`src/rtl/regfile_sequencer.sv`:
```
`default_nettype none
// ============================================================================
// Module   : regfile_sequencer
// Brief    : Four-phase (IDLE/READ/EXEC/WRITE) controller driving an 8x8
//            register file; optional flag outputs via REGSEQ_FLAGS_EN.
// Revision : 1.0
// ============================================================================
module regfile_sequencer #(
    parameter int DW = 8,
    parameter int AW = 3
) (
    input  logic          Clk,
    input  logic          Rst,
    input  logic          cmd_valid,
    output logic          cmd_ready,
    input  logic [2:0]    cmd_op,
    input  logic [AW-1:0] cmd_rd,
    input  logic [AW-1:0] cmd_rs,
    input  logic [AW-1:0] cmd_rt,
    input  logic [DW-1:0] cmd_imm,
    output logic [AW-1:0] RX,
    output logic [AW-1:0] RY,
    input  logic [DW-1:0] busX,
    input  logic [DW-1:0] busY,
    output logic          WEN,
    output logic [AW-1:0] RW,
    output logic [DW-1:0] busW,
    output logic          done,
`ifdef REGSEQ_FLAGS_EN
    output logic          flag_z,
    output logic          flag_c,
`endif
    output logic [DW-1:0] result
);

    localparam logic [2:0] OP_ADD  = 3'd0;
    localparam logic [2:0] OP_SUB  = 3'd1;
    localparam logic [2:0] OP_AND  = 3'd2;
    localparam logic [2:0] OP_OR   = 3'd3;
    localparam logic [2:0] OP_XOR  = 3'd4;
    localparam logic [2:0] OP_SLT  = 3'd5;
    localparam logic [2:0] OP_ADDI = 3'd6;
    localparam logic [2:0] OP_LI   = 3'd7;

    typedef enum logic [1:0] {
        ST_IDLE  = 2'd0,
        ST_READ  = 2'd1,
        ST_EXEC  = 2'd2,
        ST_WRITE = 2'd3
    } state_t;

    state_t        state_q, state_d;
    logic [2:0]    op_q, op_d;
    logic [AW-1:0] rd_q, rd_d;
    logic [DW-1:0] imm_q, imm_d;
    logic [AW-1:0] rx_q, rx_d, ry_q, ry_d, rw_q, rw_d;
    logic [DW-1:0] opa_q, opa_d, opb_q, opb_d;
    logic [DW-1:0] busw_q, busw_d, result_q, result_d;
    logic          wen_q, wen_d, done_q, done_d, ready_q, ready_d;
    logic [DW:0]   alu_wide;
    logic [DW-1:0] alu_res;

    // Operands stay latched through WRITE, so the ALU output is valid in both EXEC and WRITE.
    always_comb begin
        alu_wide = '0;
        case (op_q)
            OP_ADD:  alu_wide = {1'b0, opa_q} + {1'b0, opb_q};
            OP_SUB:  alu_wide = {1'b0, opa_q} - {1'b0, opb_q};
            OP_AND:  alu_wide = {1'b0, opa_q & opb_q};
            OP_OR:   alu_wide = {1'b0, opa_q | opb_q};
            OP_XOR:  alu_wide = {1'b0, opa_q ^ opb_q};
            OP_SLT:  alu_wide = {{DW{1'b0}}, ($signed(opa_q) < $signed(opb_q))};
            OP_ADDI: alu_wide = {1'b0, opa_q} + {1'b0, imm_q};
            OP_LI:   alu_wide = {1'b0, imm_q};
            default: alu_wide = '0;
        endcase
        alu_res = alu_wide[DW-1:0];
    end

`ifdef REGSEQ_FLAGS_EN
    logic flag_z_q, flag_z_d, flag_c_q, flag_c_d;
    assign flag_z = flag_z_q;
    assign flag_c = flag_c_q;
`else
    logic unused_carry;
    assign unused_carry = alu_wide[DW];
`endif

    always_comb begin
        state_d  = state_q;
        op_d     = op_q;
        rd_d     = rd_q;
        imm_d    = imm_q;
        rx_d     = rx_q;
        ry_d     = ry_q;
        rw_d     = rw_q;
        opa_d    = opa_q;
        opb_d    = opb_q;
        busw_d   = busw_q;
        result_d = result_q;
        ready_d  = ready_q;
        wen_d    = 1'b0;
        done_d   = 1'b0;
`ifdef REGSEQ_FLAGS_EN
        flag_z_d = flag_z_q;
        flag_c_d = flag_c_q;
`endif
        case (state_q)
            ST_IDLE: begin
                if (cmd_valid) begin
                    op_d    = cmd_op;
                    rd_d    = cmd_rd;
                    imm_d   = cmd_imm;
                    rx_d    = cmd_rs;
                    ry_d    = cmd_rt;
                    ready_d = 1'b0;
                    state_d = ST_READ;
                end
            end
            ST_READ: begin
                opa_d   = busX;
                opb_d   = busY;
                state_d = ST_EXEC;
            end
            ST_EXEC: begin
                busw_d  = alu_res;
                rw_d    = rd_q;
                wen_d   = (rd_q != '0);
                state_d = ST_WRITE;
            end
            ST_WRITE: begin
                done_d   = 1'b1;
                result_d = alu_res;
                ready_d  = 1'b1;
`ifdef REGSEQ_FLAGS_EN
                flag_z_d = (alu_res == '0);
                flag_c_d = alu_wide[DW];
`endif
                state_d  = ST_IDLE;
            end
            default: begin
                ready_d = 1'b1;
                state_d = ST_IDLE;
            end
        endcase
    end

    always_ff @(posedge Clk or posedge Rst) begin
        if (Rst) begin
            state_q  <= ST_IDLE;
            op_q     <= '0;
            rd_q     <= '0;
            imm_q    <= '0;
            rx_q     <= '0;
            ry_q     <= '0;
            rw_q     <= '0;
            opa_q    <= '0;
            opb_q    <= '0;
            busw_q   <= '0;
            result_q <= '0;
            ready_q  <= 1'b1;
            wen_q    <= 1'b0;
            done_q   <= 1'b0;
`ifdef REGSEQ_FLAGS_EN
            flag_z_q <= 1'b0;
            flag_c_q <= 1'b0;
`endif
        end else begin
            state_q  <= state_d;
            op_q     <= op_d;
            rd_q     <= rd_d;
            imm_q    <= imm_d;
            rx_q     <= rx_d;
            ry_q     <= ry_d;
            rw_q     <= rw_d;
            opa_q    <= opa_d;
            opb_q    <= opb_d;
            busw_q   <= busw_d;
            result_q <= result_d;
            ready_q  <= ready_d;
            wen_q    <= wen_d;
            done_q   <= done_d;
`ifdef REGSEQ_FLAGS_EN
            flag_z_q <= flag_z_d;
            flag_c_q <= flag_c_d;
`endif
        end
    end

    assign cmd_ready = ready_q;
    assign RX        = rx_q;
    assign RY        = ry_q;
    assign RW        = rw_q;
    assign busW      = busw_q;
    assign WEN       = wen_q;
    assign done      = done_q;
    assign result    = result_q;

endmodule
`default_nettype wire

```
`config.mk`:
```
export PLATFORM = sky130hd
export DESIGN_NAME = regfile_sequencer
export DESIGN_NICKNAME = d
export VERILOG_FILES = /design/src/rtl/regfile_sequencer.sv
export SDC_FILE = /design/constraint.sdc
export NUM_CORES = 1
export LEC_CHECK = 0
export CORE_ASPECT_RATIO = 1.75
export CORE_MARGIN = 3
export CORE_UTILIZATION = 42
export DETAILED_ROUTE_END_ITERATION = 16
export PLACE_DENSITY = 0.73
export SYNTH_ARGS = -nofsm -noshare
export SYNTH_HDL_FRONTEND = slang
export SYNTH_SLANG_ARGS = --single-unit
```
`constraint.sdc`:
```
create_clock -name Clk -period 3.32 [get_ports Clk]
set_input_delay 0.664 -clock Clk [delete_from_list [all_inputs] [get_ports Clk]]
set_output_delay 0.664 -clock Clk [all_outputs]
set_load 0.01 [all_outputs]
```
==> summary.txt <==
Detailed routing
  – Vias per cell: 5.28
  – DRC: 0
  – Routed WL per cell: 16.7 um
  – ANT nets after route: 0
  – Routed wire length: 8960 um
  – Via count: 2835
  – DR pass1 iterations: 4
  – Initial DRC count: 141

Timing
  – Fin crit period: 2630 ps
  – Worst Slack Setup Final: 685 ps
  – Worst slew pin tran: 1060 ps
  – F_max: 0.380 GHz
  – Unrepaired setup endpoints after global routing: no
  – Clock skew: 6.25 ps
  – Slew headroom: 29.1%
  – Fin crit share: 79.4%
  – Setup TNS: 0 ps
  – Final Max Slew Viols: 0
  – Final Hold Violating Endpoints: 0
  – Setup Viol. Count Final: 0

Clocking
  – Post-CTS Setup Inserts: 0
  – Root Buffer: clkbuf_16
  – Clk pin slew, worst setup/hold paths: 50 ps
  – Hold-fix buffers, CTS: 0
  – H-tree depth: 3
  – Clk sinks: 60
  – Worst-Skew Late Latency: 330 ps
  – Num CTS Buffers: 9
  – CTS tree: built
  – Clock tree buffer depth: 2
  – Resized cells post-CTS: 0

Yosys
  – Mean Syn Cell Area: 10.4 sq um
  – Top-count cell post-synth: dfrtp_1
  – Yosys Warn Count: 0
  – Sequential area share after synthesis: 41.3%
  – Mapped Cells: 349
  – Async SR Flop Fraction: 100%
  – Post-Syn Area: 3640 sq um
  – Synth top cells by count: 59 x dfrtp_1, 41 x mux2_2, 35 x ha_1, 35 x o21ai_0
  – Yosys top cell by area: dfrtp_1
  – Syn nets: 425
  – Commonest register cell after synthesis: dfrtp_1
  – Netlist cell types: 46
  – Synth area leaders: dfrtp_1 41%, mux2_2 13%, ha_1 12%
  – Synth top area share: 40.6%
  – Number of synthesized flops with an enable pin: 0
  – Yosys reg bits: 60

Pwr
  – Internal power: 3.19 mW
  – Max VDD drop: 0.591 mV
  – Clock power share: 15.3%
  – NetSw: 2.30 mW
  – Leakage: 2.06 nW
  – Comb pwr share: 59.1%
  – Pwr Density: 1170 nW/um^2
  – Sw frac: 41.9%
  – Sequential share of power: 25.6%

Global routing
  – First-pass GRT wire length: 14800 um
  – GRT overflow: 0
  – Number of global-route vias before repair: 3041
  – Gr usage total: 19.3%
  – Initial antenna violation count: 0
  – Pin count of the biggest net entering global routing: 33

Critical path
  – Critical path arrival: 2850 ps
  – Worst setup EP type: flop
  – Worst R2R Setup Slack: 690 ps
  – Slowest-stage cell, CP: dfrtp_1
  – Crit Path Max Fanout: 9
  – Worst path most repeated cell: mux2_2
  – Setup CP Type: reg2reg
  – Startpoint Class: flop
  – Req. time, crit path: 3530 ps
  – Largest stage delay on the critical path: 380 ps
  – Crit path cell chain: nand3b_4, mux2_2, ha_1, a211oi_1, o21bai_1, a21oi_1, xor2_1, a2bb2oi_1, mux2_2

Layout
  – Post-Route Utilization: 56.0%
  – Post-Layout Inst Area: 4690 sq um
  – Layout area overhead: 28.9%
  – Multi-input logic area: 1960 sq um
  – Nets: 493
  – Seq. cell area: 1500 sq um
  – Fill cells: 782
  – Layout cells sized above 1: 16.6%
  – Antenna diode count: 0

Floorplanning
  – Rows: 44
  – Die Wd: 76.3 um
  – Core ar.: 8370 sq um
  – Boundary pin count: 67
  – Die H: 129 um
  – Initial Utilization: 43.5%
  – Die ar.: 9860 sq um

Flow run
  – Max-cap viol count: 0

Place
  – Post-Place Setup Slack: 679 ps
  – GPL Wtd Cong: 0.880
  – HPWL Detailed: 6790 um
  – Post-place instance area: 4420 sq um
  – Port Buffer Count: 66

Run status
  – Outcome: finished, final reports clean

Min path
  – Min-delay worst type: reg2reg
-- kinds of logic after synthesis --
| family | count (synthesis) | synth area share (%) |
|---|---|---|
| compound gates | 90 | 15.8 |
| simple gates | 63 | 8.32 |
| flops | 60 | 41.3 |
| mux | 45 | 13.8 |
| buf+inv | 42 | 4.71 |
| fa+ha+maj | 38 | 13.4 |
| xor+xnor | 11 | 2.65 |
-- worst max-delay path: cells and delay by family, from the launching register on --
| kind | cells | cell delay, ps |
|---|---|---|
| AO/OA/AOI/OAI | 4 | 760 |
| multiplexers | 2 | 640 |
| flip-flops | 1 | 380 |
| adder cells (fa/ha/maj) | 1 | 290 |
| AND/OR/NAND/NOR | 1 | 240 |
| XOR/XNOR | 1 | 210 |
-- path summary, 6_finish.rpt --
kind | from | end | cells after the start
min in group asynchronous | Rst | RY[1] | 2
min reg2reg | cmd_ready | cmd_ready | 2
max reg2reg | op_q[0] | result[5] | 9
max in group asynchronous | Rst | busW[1] | 3
max | op_q[0] | result[5] | 9
min | cmd_ready | cmd_ready | 2
-- stage by stage --
step,hold slack (ps),instances,power [mW]
2_1_floorplan,469,349,3.61
5_1_grt,524,537,5.95
6_report,497,537,5.50
4_1_cts,500,537,5.54
3_3_place_gp,484,521,4.55
3_5_place_dp,491,521,4.64
-- cell type report --
cell class | count | share of cell area [%]
timing repair buffer | 72 | 15.1
clock buffer | 12 | 5.26
inverter | 27 | 2.16
tap | 115 | 3.07
sequential | 60 | 32.1
clock inverter | 4 | 0.534
multi-input combinational | 247 | 41.9
-- state kept, by name, summed over array words and instances, names as in the netlist --
signal     count
RW             3
RX             3
RY             3
WEN            1
busW           8
cmd_ready      1
done           1
imm_q          8
op_q           3
opa_q          8
opb_q          8
rd_q           3
result         8
state_q        2
-- power by group through the flow --
| stage | sequential (mW) | combinational [mW] | clock, mW |
|---|---|---|---|
| 2_1_floorplan | 1.42 | 2.19 | 0 |
| 4_1_cts | 1.41 | 3.26 | 0.860 |
| 3_3_place_gp | 1.41 | 3.14 | 0 |
| 5_1_grt | 1.46 | 3.59 | 0.896 |
| 6_report | 1.41 | 3.25 | 0.842 |
| 3_5_place_dp | 1.42 | 3.22 | 0 |
-- metal layers --
metal / part of all wire, % / up-vias / global-route usage, %
met4: 2.6 / 0 / 9.39
li1: - / 1368 / -
met1: 37 / 1382 / 19.6
met3: 4.7 / 19 / 4.73
met5: 0 / - / 0
met2: 55 / 66 / 36.6
-- layout by cell type, fill, tap and decap left out, types with 3 or more instances in the layout --
cell and count:
mux2_2 41, nor2_1 15, dfrtp_1 59, nor3_1 4, inv_1 25, nand2_1 26, nand2b_1 5, buf_4 6
o21bai_1 4, a21oi_1 17, nand3_1 4, mux2i_1 3, o21ai_0 35, a31o_2 3, o31ai_1 3, a211oi_1 3
xor2_1 4, nor2b_1 5, clkbuf_16 9, a221oi_1 4, xnor2_1 7, clkdlybuf4s50_1 66, ha_1 35
No activity file was read; power rests on OpenSTA's default activity.
